<file path="src/rtl/vga_clut_arb_if.sv">
// Request/response and RAM pin bundle for the CLUT arbiter.
// slave  = the arbiter itself, master = requesters plus CLUT RAM.
interface vga_clut_arb_if #(
  parameter int AW = 9,
  parameter int DW = 24
);
  logic          ctrl_ven;
  logic          pix_req;
  logic [AW-1:0] pix_adr;
  logic          pix_ack;
  logic [DW-1:0] pix_q;
  logic          host_cyc;
  logic          host_stb;
  logic          host_we;
  logic [AW-1:0] host_adr;
  logic [DW-1:0] host_di;
  logic          host_ack;
  logic [DW-1:0] host_do;
  logic [AW-1:0] ram_adr;
  logic          ram_we;
  logic [DW-1:0] ram_di;
  logic [DW-1:0] ram_do;

  modport slave (
    input  ctrl_ven, pix_req, pix_adr, host_cyc, host_stb, host_we,
           host_adr, host_di, ram_do,
    output pix_ack, pix_q, host_ack, host_do, ram_adr, ram_we, ram_di
  );

  modport master (
    output ctrl_ven, pix_req, pix_adr, host_cyc, host_stb, host_we,
           host_adr, host_di, ram_do,
    input  pix_ack, pix_q, host_ack, host_do, ram_adr, ram_we, ram_di
  );
endinterface

</file>
<file path="src/rtl/vga_clut_arb.sv">
// CLUT RAM arbiter: pixel lookups take priority, a bounded pixel run
// guarantees that a waiting host access is eventually served.
//
// state | meaning
// IDLE  | arbitrate, register RAM address/write on a grant
// ACC   | RAM samples address/write at the end of this cycle
// RESP  | RAM read data valid, capture it and raise the owner's ack
// ACK   | ack visible for this one cycle; turnaround hides stale requests
module vga_clut_arb #(
  parameter int AW          = 9,
  parameter int DW          = 24,
  parameter int MAX_PIX_RUN = 4
) (
  input logic            clk,
  input logic            nrst,
  vga_clut_arb_if.slave  bus
);

  typedef enum logic [3:0] {
    IDLE = 4'b0001,
    ACC  = 4'b0010,
    RESP = 4'b0100,
    ACK  = 4'b1000
  } state_t;

  typedef enum logic [1:0] {
    OWN_NONE = 2'd0,
    OWN_PIX  = 2'd1,
    OWN_HOST = 2'd2
  } owner_t;

  localparam logic [3:0] RUN_MAX = 4'(MAX_PIX_RUN);

  state_t     state;
  owner_t     owner;
  logic [3:0] run;
  logic       host_wr;

  logic pr;
  logic hr;
  logic pix_win;

  // Request qualification and priority decision for the IDLE cycle.
  always_comb begin
    pr      = bus.pix_req & bus.ctrl_ven;
    hr      = bus.host_cyc & bus.host_stb;
    pix_win = pr & (~hr | (run < RUN_MAX));
  end

  // Sequencer: grant, RAM access, response capture and ack turnaround.
  always_ff @(posedge clk or negedge nrst) begin
    if (!nrst) begin
      state        <= IDLE;
      owner        <= OWN_NONE;
      run          <= 4'd0;
      host_wr      <= 1'b0;
      bus.pix_ack  <= 1'b0;
      bus.host_ack <= 1'b0;
      bus.pix_q    <= '0;
      bus.host_do  <= '0;
      bus.ram_adr  <= '0;
      bus.ram_we   <= 1'b0;
      bus.ram_di   <= '0;
    end else begin
      case (state)
        IDLE: begin
          bus.ram_we <= 1'b0;
          if (pix_win) begin
            bus.ram_adr <= AW'(bus.pix_adr);
            owner       <= OWN_PIX;
            // A pixel grant only counts toward the run while the host waits.
            run         <= hr ? run + 4'd1 : 4'd0;
            state       <= ACC;
          end else if (hr) begin
            bus.ram_adr <= AW'(bus.host_adr);
            owner       <= OWN_HOST;
            host_wr     <= bus.host_we;
            run         <= 4'd0;
            if (bus.host_we) begin
              bus.ram_di <= DW'(bus.host_di);
              bus.ram_we <= 1'b1;
            end
            state <= ACC;
          end else begin
            run <= 4'd0;
          end
        end
        ACC: begin
          bus.ram_we <= 1'b0;
          state      <= RESP;
        end
        RESP: begin
          // A requester that withdrew during the access gets no ack.
          if (owner == OWN_PIX) begin
            if (bus.ctrl_ven) begin
              bus.pix_q   <= DW'(bus.ram_do);
              bus.pix_ack <= 1'b1;
            end
          end else if (owner == OWN_HOST) begin
            if (bus.host_cyc) begin
              if (!host_wr) bus.host_do <= DW'(bus.ram_do);
              bus.host_ack <= 1'b1;
            end
          end
          state <= ACK;
        end
        ACK: begin
          bus.pix_ack  <= 1'b0;
          bus.host_ack <= 1'b0;
          owner        <= OWN_NONE;
          state        <= IDLE;
        end
        default: begin
          bus.pix_ack  <= 1'b0;
          bus.host_ack <= 1'b0;
          bus.ram_we   <= 1'b0;
          owner        <= OWN_NONE;
          state        <= IDLE;
        end
      endcase
    end
  end

endmodule

</file>
<file path="src/flat_wrapper.sv">
// flat-port wrapper written by rule: the top's interface ports become plain ports
module vga_clut_arb_flat 
#(
  parameter int AW          = 9,
  parameter int DW          = 24,
  parameter int MAX_PIX_RUN = 4
)
  (clk, nrst, bus_ctrl_ven, bus_pix_req, bus_pix_adr, bus_host_cyc, bus_host_stb, bus_host_we, bus_host_adr, bus_host_di, bus_ram_do, bus_pix_ack, bus_pix_q, bus_host_ack, bus_host_do, bus_ram_adr, bus_ram_we, bus_ram_di);
  vga_clut_arb_if #(.AW(AW), .DW(DW)) bus_i ();
  input logic clk;
  input logic nrst;
  input wire logic [$bits(bus_i.ctrl_ven)-1:0] bus_ctrl_ven;
  input wire logic [$bits(bus_i.pix_req)-1:0] bus_pix_req;
  input wire logic [$bits(bus_i.pix_adr)-1:0] bus_pix_adr;
  input wire logic [$bits(bus_i.host_cyc)-1:0] bus_host_cyc;
  input wire logic [$bits(bus_i.host_stb)-1:0] bus_host_stb;
  input wire logic [$bits(bus_i.host_we)-1:0] bus_host_we;
  input wire logic [$bits(bus_i.host_adr)-1:0] bus_host_adr;
  input wire logic [$bits(bus_i.host_di)-1:0] bus_host_di;
  input wire logic [$bits(bus_i.ram_do)-1:0] bus_ram_do;
  output wire logic [$bits(bus_i.pix_ack)-1:0] bus_pix_ack;
  output wire logic [$bits(bus_i.pix_q)-1:0] bus_pix_q;
  output wire logic [$bits(bus_i.host_ack)-1:0] bus_host_ack;
  output wire logic [$bits(bus_i.host_do)-1:0] bus_host_do;
  output wire logic [$bits(bus_i.ram_adr)-1:0] bus_ram_adr;
  output wire logic [$bits(bus_i.ram_we)-1:0] bus_ram_we;
  output wire logic [$bits(bus_i.ram_di)-1:0] bus_ram_di;
  assign bus_i.ctrl_ven = bus_ctrl_ven;
  assign bus_i.pix_req = bus_pix_req;
  assign bus_i.pix_adr = bus_pix_adr;
  assign bus_i.host_cyc = bus_host_cyc;
  assign bus_i.host_stb = bus_host_stb;
  assign bus_i.host_we = bus_host_we;
  assign bus_i.host_adr = bus_host_adr;
  assign bus_i.host_di = bus_host_di;
  assign bus_i.ram_do = bus_ram_do;
  assign bus_pix_ack = bus_i.pix_ack;
  assign bus_pix_q = bus_i.pix_q;
  assign bus_host_ack = bus_i.host_ack;
  assign bus_host_do = bus_i.host_do;
  assign bus_ram_adr = bus_i.ram_adr;
  assign bus_ram_we = bus_i.ram_we;
  assign bus_ram_di = bus_i.ram_di;
  vga_clut_arb #(.AW(AW), .DW(DW), .MAX_PIX_RUN(MAX_PIX_RUN)) u_core (.clk(clk), .nrst(nrst), .bus(bus_i));
endmodule
</file>
<file path="config.mk">
export PLATFORM = sky130hd
export DESIGN_NAME = vga_clut_arb_flat
export DESIGN_NICKNAME = d
export VERILOG_FILES = /design/src/rtl/vga_clut_arb_if.sv /design/src/rtl/vga_clut_arb.sv /design/src/flat_wrapper.sv
export SDC_FILE = /design/constraint.sdc
export NUM_CORES = 1
export LEC_CHECK = 0
export BUFFER_PORTS_ARGS = -buffer_cell sky130_fd_sc_hd__buf_4
export CAP_MARGIN = 20
export CORE_UTILIZATION = 44
export DETAILED_ROUTE_END_ITERATION = 8
export GPL_ROUTABILITY_DRIVEN = 0
export GPL_TIMING_DRIVEN = 0
export HOLD_SLACK_MARGIN = 0.02
export PLACE_DENSITY = 0.74
export RECOVER_POWER = 50
export SLEW_MARGIN = 15
export SYNTH_ARGS = -nofsm -noshare
export SYNTH_HDL_FRONTEND = slang
export SYNTH_SLANG_ARGS = --single-unit
</file>
<file path="constraint.sdc">
create_clock -name clk -period 2.43 [get_ports clk]
set_clock_uncertainty 0.15 [all_clocks]
set_input_delay 0.243 -clock clk [delete_from_list [all_inputs] [get_ports clk]]
set_output_delay 0.243 -clock clk [all_outputs]
set_load 0.1 [all_outputs]
</file>
# Word-level counts from Yosys, hierarchy flattened
# Index checks and enable logic that the tools add are counted.
# classes
n_addsub	1
eq_ne	12
bitwise	10
reduce_logical	12
order_cmp	1
muxes	21
# op_table
operator	count
$mux 9	2
$mux 4	4
$pmux 4 s3	1
$reduce_and 3->1	3
$mux 1	8
$reduce_and 4->1	2
$ne 2x2->1 const B	3
$not 1->1	6
$pmux 1 s2	3
$reduce_or 2->1	3
$reduce_and 5->1	1
$add 4x1->4 const B	1
$eq 4x1->1 const B	1
$eq 4x2->1 const B	1
$eq 4x3->1 const B	1
$eq 4x4->1 const B	1
$lt 4x3->1 const B	1
$mux 2	2
$ne 2x1->1 const B	2
$pmux 2 s2	1
$reduce_and 2->1	2
$and 1x1->1	3
$ne 3x1->1 const B	1
$eq 2x1->1 const B	1
other kinds (3)	3
# word_totals
wordCells	68
in_bits	73
output_inout_bits	84
ff_bits	95

# Longest topological paths before layout
# Gate-level depths: netlist (run 1).
# depth
depth_word	6
depth_mapped	6

# Worst setup path after synthesis (run 1)
# OpenSTA, ideal clock, no wires.
# synth_timing
kind	reg2reg
startpoint	reg u_core.state[0]
endpoint	reg u_core.bus.ram_di[10]
arrival_time_ns	2.079
path_stages_with_launch	6
path_slack_ns	0.074
cell_sequence	dfstp_2 or4b_4 buf_6 a311oi_4 buf_6 mux2_4
# synth_via
elab_chain_cells	2
# synth_rtl
item	line_no	source
start: declaration	vga_clut_arb.sv:34	state_t state;
start signal: assignment	vga_clut_arb.sv:53	state <= IDLE;
start signal: assignment	vga_clut_arb.sv:73	state <= ACC;
start signal: assignment	vga_clut_arb.sv:83	state <= ACC;
$eq 4x1->1	vga_clut_arb.sv:65	case (state)
$reduce_and 4->1 (no source line)	-	
end signal: assignment	vga_clut_arb.sv:80	bus.ram_di <= DW'(bus.host_di);
end: declaration	vga_clut_arb_if.sv:27	output pix_ack, pix_q, host_ack, host_do, ram_adr, ram_we, ram_di
# No other way between the ends.
# A chain may end at the register's enable or synchronous reset.

# Worst setup path after layout (run 1)
# layout_timing
startpoint	reg u_core.state[0]
endpoint	reg u_core.bus.ram_di[19]
# The elaborated chain is that of the path after synthesis.

==> results of run 1 <==
-- per-stage QoR --
step	area, um2	TNS (ps)	power (W)	hold WS [ps]
2_1_floorplan	3930	0	0.00584	-203
3_3_place_gp	5220	-5360	0.00675	325
3_5_place_dp	5250	-6720	0.00682	118
4_1_cts	6170	0	0.00810	20.5
5_1_grt	6050	0	0.00823	31.8
6_report	6050	0	0.00794	35.0
-- cells in the final DEF (no fill, tap or decap), types with 3 or more instances in the layout --
| cell type | n |
|---|---|
| mux2_4 | 18 |
| buf_4 | 125 |
| nand2_1 | 3 |
| nand4_1 | 9 |
| clkbuf_8 | 10 |
| mux2_2 | 55 |
| a31oi_1 | 9 |
| dfrtp_1 | 93 |
| buf_6 | 4 |
| clkbuf_1 | 49 |
| o21ai_0 | 9 |
| inv_1 | 3 |
| dlygate4sd3_1 | 63 |
| a21oi_1 | 10 |
-- final cells by class --
class | count | area, um2 | share of cell area, %
Clock inverter | 4 | 77.6 | 1.28
Clock buffer | 12 | 145 | 2.40
Tap cell | 108 | 135 | 2.23
Buffer | 17 | 139 | 2.29
Sequential cell | 95 | 2380 | 39.3
Inverter | 3 | 11.3 | 0.186
Multi-Input combinational cell | 145 | 1420 | 23.4
Timing Repair Buffer | 228 | 1750 | 28.9
-- timing repair --
| action | in CTS | in global routing |
|---|---|---|
| endpoints found under the hold margin | 120 | 0 |
| resized for setup | 1 | 4 |
| setup endpoints to repair | 61 | 19 |
| setup buffers | 6 | 3 |
| pin swaps | 3 | 1 |
| hold buffers | 63 | 0 |
-- worst register-to-register path, stage by stage (launching register included) --
cell and delay, ps:
dfstp_2 560, or4b_4 470, buf_6 160, a311oi_4 250, buf_12 170, buf_8 160
mux2_4 310
-- final timing paths --
kind | to | slack (ps) | start | cells past startpoint
worst max register to register | u_core.bus.ram_di[19] | 100 | u_core.state[0] | 6
max in group asynchronous | u_core.bus.host_do[13] | 830 | nrst | 3
worst min-delay path | u_core.bus.ram_adr[8] | 40 | bus_pix_adr[8] | 3
worst min register to register | u_core.owner[0] | 360 | u_core.owner[0] | 1
worst max-delay path | u_core.bus.ram_di[19] | 100 | u_core.state[0] | 6
min in group asynchronous | u_core.bus.host_do[10] | 490 | nrst | 2
-- kinds of logic after synthesis --
logic type                 after synthesis  synth area share [%]
adders and majority gates                1                 0.319
xor gates and xnor gates                 2                 0.446
buffers and inverters                   20                  3.51
muxes                                   73                  22.7
DFF                                     95                  60.6
AOI/OAI and AO/OA                       43                  7.75
and+or+nand+nor                         26                  4.72
-- power by group --
part	total [W]	switching [W]	leakage [nW]	internal, W
registers	0.00228	0.000261	1.24	0.00201
logic	0.00452	0.00350	1.61	0.00102
clock network	0.00114	0.000529	0.111	0.000615
-- flip-flops by register name, summed over array words and instances (netlist names) --
register,count
u_core.bus.ram_we,1
u_core.state,4
u_core.bus.ram_di,24
u_core.owner,2
u_core.bus.host_do,24
u_core.host_wr,1
u_core.bus.ram_adr,9
u_core.bus.pix_q,24
u_core.bus.host_ack,1
u_core.run,4
u_core.bus.pix_ack,1
-- per-layer routing --
layer | vias up | track usage (%)
met5 | - | 0
met4 | 0 | 7.60
met3 | 10 | 4.69
met2 | 121 | 36.0
met1 | 1494 | 26.6
li1 | 1430 | -
==> run summary, run 1 <==
Status: finished clean
Synth Net Count: 334
Post-synth top flop: dfrtp_1
Die Ht: 96.5 um
Die Area: 9300 um2
RSZ-0062 raised after global routing: no
Final min period: 2330 ps
Met3 Wirelength: 672 um
TritonCTS Buffers: 9
Vias per cell: 4.99
Placed cells: 524
Filler cells: 634
Clock sink total: 95
Hold/Removal Path Class: in -> reg
EDFF count, synth: 0
Area share of the largest cell type after synthesis: 59.9%
Fraction of layout cells with a size suffix above 1: 46.8%
CP Cell Sequence: or4b_4 -> buf_6 -> a311oi_4 -> buf_12 -> buf_8 -> mux2_4
Pins Over Slew Limit: 0
Synthesized flop and latch total: 95
Max stage delay cell, worst path: dfstp_2
Top Layer Used: met4
Synth-to-Final Area Change: 54.2%
Synth Instances: 260
Routed wl met2: 5.03 mm
Row count: 34
First-pass GRT wire length: 14.9 mm
Post-synth top area cell: dfrtp_1
Residual DRC: 0
List of most frequent post-synthesis cells: dfrtp_1 (94), mux2_2 (55), mux2_4 (18), a21oi_1 (10)
Buf/Inv on CP: 3
Unique masters post-synth: 42
Drt first pass iters: 4
Die width: 96.5 um
Core area: 8680 um2
Clk buf depth: 2
H-tree lvl count: 3
Largest cells by area after synthesis: dfrtp_1 (60%), mux2_2 (16%), mux2_4 (6.9%)
Initial antenna violation count: 0
Slew @ Worst Pin: 1210 ps
Final wirelength: 9.94 mm
Starting density of the core: 45.2%
Number of max-cap violations: 0
DRT antenna net count: 0
Detailed Place HPWL: 6.20 mm
Most common cell in the netlist: dfrtp_1
CTS tree: done
Static leakage: 2.96 nW
Setup ws final: 97.9 ps
Final Hold Fails: 0
Final period util: 96.0%
Total Nets Final: 573
# diodes: 0
Crit path kind: reg -> reg
Post-route insts no fill: 612
CTS root buf: clkbuf_8
Crit path largest cell delay: 560 ps
Slew headroom: 19.8%
GRT Total Usage: 21.2%
Synth Warn #: 0
Peak supply drop: 0.779 mV
Via count: 3055
Core Util, Final: 69.7%
Required time of the worst setup path: 2520 ps
Crit path max-delay family: flip-flops
Async SR Flop Fraction: 100%
CP max FO: 10
Post-synthesis sequential area ratio: 60.6%
Avg WL per Cell: 16.2 um
Met1 wire length: 4.13 mm
CP arrival: 2420 ps
I/O pin count: 157
Finish-stage setup viols: 0
Critical path launch point type: flip-flop
Vias in the first global route: 3076
Clock-pin slew on the worst setup and hold paths: 100 ps
Largest net degree at the start of global routing: 56
Syn Area/Cell: 15.1 um2
Netlist Area Pre-Place: 3930 um2
Initial DRC count: 114
Critical path endpoint category: flip-flop
Power Dens Cells: 1310 nW/um2
Remaining Overflow, GRT: 0
Port bufs: 155
Place WS: -226 ps
Worst-Skew Late Latency: 350 ps
Max Clock Freq: 429 MHz
Note: power is estimated with default switching activity, not from simulation.
==> run 2: changes to the inputs <==
--- a/config.mk
+++ b/config.mk
@@ -13,7 +13,7 @@
 export GPL_TIMING_DRIVEN = 0
 export HOLD_SLACK_MARGIN = 0.02
 export PLACE_DENSITY = 0.74
-export RECOVER_POWER = 50
+export RECOVER_POWER = 100
 export SLEW_MARGIN = 15
 export SYNTH_ARGS = -nofsm -noshare
 export SYNTH_HDL_FRONTEND = slang
==> run 2 against run 1 <==
Via count increased by 0.13%. Largest cell class unchanged. Non-clock buffer count unchanged. Cell count unchanged. First-iteration DRC count unchanged. Sequential power about the same. Wire length decreased by 0.77%. Sequential share of layout area increased by 1.5 points. Die area unchanged. Combinational power decreased by 5.8%.
==> run summary, run 2 (synthesis results as in run 1) <==
Status: finished clean
Reg2Reg Depth: 7 (+1)
First-pass GRT wire length: 14.9 mm (unchanged)
Core area: 8680 um2 (unchanged)
Slew headroom: 19.6% (-0.11 points)
Port bufs: 155 (unchanged)
Setup ws final: 66.6 ps (-31.3 ps)
Final Hold Fails: 0 (unchanged)
Reg2reg setup slack: 70 ps (-30 ps)
Die width: 96.5 um (unchanged)
Largest net degree at the start of global routing: 56 (unchanged)
Worst-Skew Late Latency: 340 ps (about the same)
Residual DRC: 0 (unchanged)
CTS root buf: clkbuf_8
Hold Crit Depth: 3 (unchanged)
Filler cells: 705 (+11%)
TritonCTS Buffers: 9 (unchanged)
Final Power: 0.00767 W (-3.5%)
CTS tree: done
Total Nets Final: 573 (unchanged)
Clk buf depth: 2 (unchanged)
Initial antenna violation count: 0 (unchanged)
Clock-pin slew on the worst setup and hold paths: 100 ps (about the same)
CP max FO: 10 (unchanged)
Starting density of the core: 45.2% (unchanged)
Number of max-cap violations: 0 (unchanged)
Detailed Place HPWL: 6.20 mm (unchanged)
Avg WL per Cell: 16.1 um (-0.77%)
Vias in the first global route: 3076 (unchanged)
Critical path endpoint category: flip-flop
CP Cell Sequence: buf_6 -> or4b_1 -> buf_6 -> a311oi_4 -> buf_12 -> buf_6 -> mux2_4
H-tree lvl count: 3 (unchanged)
Slew @ Worst Pin: 1210 ps (+1.66 ps)
RSZ-0062 raised after global routing: no
Hold Startpoint: bus_pix_adr[8]
WHS Endpoint: u_core.bus.ram_adr[8]
Routed wl met2: 4.98 mm (-0.82%)
Hold/Removal Path Class: in -> reg
Met3 Wirelength: 657 um (-2.2%)
Via count: 3059 (+0.13%)
DRT antenna net count: 0 (unchanged)
Reg2Reg Capture Point: u_core.bus.ram_di[19]
Power Dens Cells: 1310 nW/um2 (+0.21%)
Max stage delay cell, worst path: or4b_1
Final hold slack: 38.0 ps (+2.93 ps)
Max Clock Freq: 423 MHz (-1.3%)
Peak supply drop: 0.742 mV (-4.7%)
CP arrival: 2450 ps (+30 ps)
Worst r2r src: u_core.state[3]
Synth-to-Final Area Change: 48.5%
Buf/Inv on CP: 4 (+1)
Drt first pass iters: 4 (unchanged)
Row count: 34 (unchanged)
Vias per cell: 5.00 (+0.13%)
Critical path launch point type: flip-flop
Top Layer Used: met4
Required time of the worst setup path: 2520 ps (about the same)
I/O pin count: 157 (unchanged)
Place WS: -226 ps (unchanged)
Pins Over Slew Limit: 0 (unchanged)
Clock sink total: 95 (unchanged)
Worst Setup SP: u_core.state[3]
Final min period: 2360 ps (+31.3 ps)
Remaining Overflow, GRT: 0 (unchanged)
Crit path largest cell delay: 530 ps (-30 ps)
Finish-stage setup viols: 0 (unchanged)
Die Ht: 96.5 um (unchanged)
Largest regs: u_core.bus.host_do x24, u_core.bus.pix_q x24, u_core.bus.ram_di x24
Met1 wire length: 4.11 mm (-0.41%)
GRT Total Usage: 21.2% (unchanged)
Die Area: 9300 um2 (unchanged)
Final wirelength: 9.87 mm (-0.77%)
Crit path max-delay family: buffers and inverters
Most frequent CP cell: buf_6
Initial DRC count: 114 (unchanged)
Final period util: 97.3% (+1.3 points)
Fraction of layout cells with a size suffix above 1: 36.3% (-11 points)
Static leakage: 2.76 nW (-6.9%)
# diodes: 0 (unchanged)
Crit path kind: reg -> reg
Commonest cells after routing, fill and taps aside: clkbuf_1 (93), dfrtp_1 (93), buf_4 (78)
-- run 2: final cells by class --
cell class                 instances  area (um2)  share of cell area (%)
multi-input combinational        145        1380                    23.6
sequential                        95        2380                    40.8
tap                              108         135                    2.32
timing repair buffer             228        1580                    27.1
clock inverter                     4        77.6                    1.33
buffer                            17         128                    2.19
clock buffer                      12         145                    2.49
inverter                           3        11.3                   0.193
-- run 2: routing by layer --
metal,vias up,GRT usage [%]
met3,10,4.69
met1,1494,26.6
met4,0,7.60
li1,1433,-
met2,122,36.0
met5,-,0
-- run 2: worst max path at each step --
| stage | endpoint | slack [ps] | cells past startpoint |
|---|---|---|---|
| finish | u_core.bus.ram_di[19] | 70 | 7 |
| CTS | u_core.bus.ram_di[9] | 20 | 6 |
| floorplan | u_core.bus.ram_di[10] | 70 | 5 |
| global placement | u_core.bus.host_do[21] | -160 | 5 |
| detailed placement | u_core.bus.host_do[13] | -230 | 6 |
| global route | u_core.bus.ram_di[18] | 8 | 7 |
-- run 2: power by group --
| group | leakage [nW] | internal, W | total, W | switching (W) |
|---|---|---|---|---|
| clock network | 0.111 | 0.000615 | 0.00114 | 0.000530 |
| registers | 1.24 | 0.00201 | 0.00226 | 0.000248 |
| logic | 1.40 | 0.000767 | 0.00426 | 0.00349 |
-- run 2: worst min-delay path: cells and delay by family --
kind            cells  cell delay (ps)
simple gates        1               70
buf+inv             1              110
compound gates      1               80
-- run 2: through the flow --
| stage | std cells | util [%] | TNS [ps] | area, um2 |
|---|---|---|---|---|
| 2_1_floorplan | 260 | - | 0 | 3930 |
| 3_3_place_gp | 523 | 60.2 | -5360 | 5220 |
| 3_5_place_dp | 524 | 60.5 | -6720 | 5250 |
| 4_1_cts | 609 | 71.1 | 0 | 6170 |
| 5_1_grt | 612 | 67.2 | 0 | 5830 |
| 6_report | 612 | 67.2 | 0 | 5830 |
-- run 2: what timing repair did --
item / CTS / global route
pin swaps: 3 / 1
setup buffers: 6 / 3
endpoints found under the hold margin: 120 / 0
gates resized for setup: 1 / 4
setup endpoints to repair: 61 / 19
hold buffers: 63 / 0
==> run 3: changes to the inputs <==
--- a/config.mk
+++ b/config.mk
@@ -7,6 +7,7 @@
 export LEC_CHECK = 0
 export BUFFER_PORTS_ARGS = -buffer_cell sky130_fd_sc_hd__buf_4
 export CAP_MARGIN = 20
+export CORE_ASPECT_RATIO = 0.5
 export CORE_UTILIZATION = 44
 export DETAILED_ROUTE_END_ITERATION = 8
 export GPL_ROUTABILITY_DRIVEN = 0
==> run 3 against run 2 <==
Highest routed layer unchanged. Largest power group unchanged. Worst setup slack worse by 4.4 ps. Clock power is 29% higher. Count of clock-buffer cells in the layout is 1 higher. Worst hold slack gained 13 ps.
==> run summary, run 3 (synthesis results as in run 1) <==
Status: finished clean
Worst r2r src: u_core.state[0]
Final setup TNS: 0 ps (unchanged)
Initial antenna violation count: 0 (unchanged)
Critical path launch point type: flip-flop
RSZ-0062 raised after global routing: no
Slew @ Worst Pin: 1260 ps (+51.4 ps)
Row count: 23 (-32%)
Worst-Skew Late Latency: 330 ps (about the same)
Vias in the first global route: 3147 (+2.3%)
Drt first pass iters: 4 (unchanged)
Final Power: 0.00800 W (+4.4%)
Clock sink total: 95 (unchanged)
Commonest cells after routing, fill and taps aside: clkbuf_1 (95), dfrtp_1 (94), buf_4 (75)
Slew headroom: 15.9% (-3.8 points)
Hold Startpoint: bus_host_adr[8]
Final period util: 97.4% (+0.18 points)
Clock-pin slew on the worst setup and hold paths: 60 ps (-40 ps)
Port bufs: 155 (unchanged)
Synth-to-Final Area Change: 46.7%
Starting density of the core: 47.2% (+2.0 points)
Crit path kind: reg -> reg
Power Dens Cells: 1390 nW/um2 (+5.7%)
# diodes: 0 (unchanged)
GRT Total Usage: 21.9% (+0.66 points)
Final hold slack: 51.4 ps (+13.4 ps)
Final min period: 2370 ps (+4.37 ps)
Static leakage: 2.72 nW (-1.3%)
Largest net degree at the start of global routing: 96 (+71%)
DRT antenna net count: 0 (unchanged)
Core area: 8320 um2 (-4.2%)
Die Area: 9330 um2 (+0.24%)
Critical path endpoint category: flip-flop
Largest regs: u_core.bus.host_do x24, u_core.bus.pix_q x24, u_core.bus.ram_di x24
Vias per cell: 5.06 (+1.1%)
H-tree lvl count: 3 (unchanged)
CP arrival: 2430 ps (-20 ps)
Clk buf depth: 2 (unchanged)
Final wirelength: 9.99 mm (+1.2%)
Die Ht: 68.8 um (-29%)
Leading cell type in the layout, fill and taps excluded: clkbuf_1
Die width: 136 um (+41%)
Via count: 3018 (-1.3%)
Fraction of layout cells with a size suffix above 1: 37.7% (+1.4 points)
Residual DRC: 0 (unchanged)
Peak supply drop: 0.913 mV (+23%)
CTS tree: done
Setup ws final: 62.2 ps (-4.37 ps)
TritonCTS Buffers: 9 (unchanged)
Number of max-cap violations: 0 (unchanged)
Worst Setup SP: u_core.state[0]
Hold/Removal Path Class: in -> reg
First-pass GRT wire length: 15.4 mm (+3.4%)
Pins Over Slew Limit: 0 (unchanged)
Avg WL per Cell: 16.7 um (+3.8%)
Detailed Place HPWL: 6.60 mm (+6.4%)
Initial DRC count: 112 (-1.8%)
Required time of the worst setup path: 2490 ps (-30 ps)
I/O pin count: 157 (unchanged)
Max Clock Freq: 422 MHz (-0.18%)
Remaining Overflow, GRT: 0 (unchanged)
Finish-stage setup viols: 0 (unchanged)
Place WS: -212 ps (+14.0 ps)
CTS root buf: clkbuf_16
Filler cells: 643 (-8.8%)
Total Nets Final: 554 (-3.3%)
CP max FO: 10 (unchanged)
Final Hold Fails: 0 (unchanged)
==> run 3: cell types whose count changed in the layout (fill, tap and decap cells not counted), sizes merged <==
cell         change
buf              -1
clkbuf           -3
clkinv           -1
clkinvlp         +1
dlygate4sd3     -14
inv              -1
==> run 3: what timing repair did <==
action / in CTS / in global routing
resized for setup: 1 / 3
pin swaps: 3 / 1
hold endpoints to repair: 72 / 94
buffers inserted: 4 / 1
hold buffers: 48 / 1
endpoints found under the setup margin: 67 / 49
==> run 3: worst paths after layout <==
path	endpoint	slack [ps]	depth (start not counted)
setup reg to reg	u_core.bus.ram_di[14]	60	6
max in group asynchronous	u_core.bus.ram_di[9]	730	2
min in group asynchronous	u_core.bus.host_do[9]	580	2
hold reg to reg	u_core.owner[0]	350	1
hold / removal	u_core.bus.ram_adr[8]	50	3
setup / recovery	u_core.bus.ram_di[14]	60	6
==> run 3: critical path: stages (launching register included) <==
cell,delay (ps)
dfstp_2,570
or4b_1,460
buf_6,160
a311oi_4,260
buf_6,160
buf_6,180
mux2_4,320
==> run 3: final cells by class <==
type	count	area (um2)	area share [%]
Inverter	3	11.3	0.196
Timing Repair Buffer	209	1380	23.9
Clock buffer	13	240	4.17
Multi-Input combinational cell	145	1410	24.5
Clock inverter	3	67.6	1.17
Buffer	17	130	2.26
Sequential cell	95	2380	41.3
Tap cell	112	140	2.43
==> run 3: metrics by stage <==
stage,cells,utilization (%),instance area [um2]
after floorplan,260,-,3930
after global placement,527,62.9,5230
after detailed placement,527,62.9,5230
after CTS,595,72.8,6050
after global routing,597,69.2,5760
final,597,69.2,5760
==> run 3: per-layer routing <==
layer	track usage [%]	share of wire (%)	up-vias
met3	5.63	4.7	19
met4	7.30	1.6	0
met1	25.4	41	1496
met5	0	0	-
met2	40.3	53	104
li1	-	-	1399
==> run 3: report_power, final <==
part	switching (W)	internal, W	total (W)	leakage, nW
combinational	0.00347	0.000781	0.00425	1.33
clock	0.000562	0.000904	0.00147	0.144
sequential	0.000264	0.00202	0.00228	1.24
total	0.00430	0.00370	0.00800	2.72
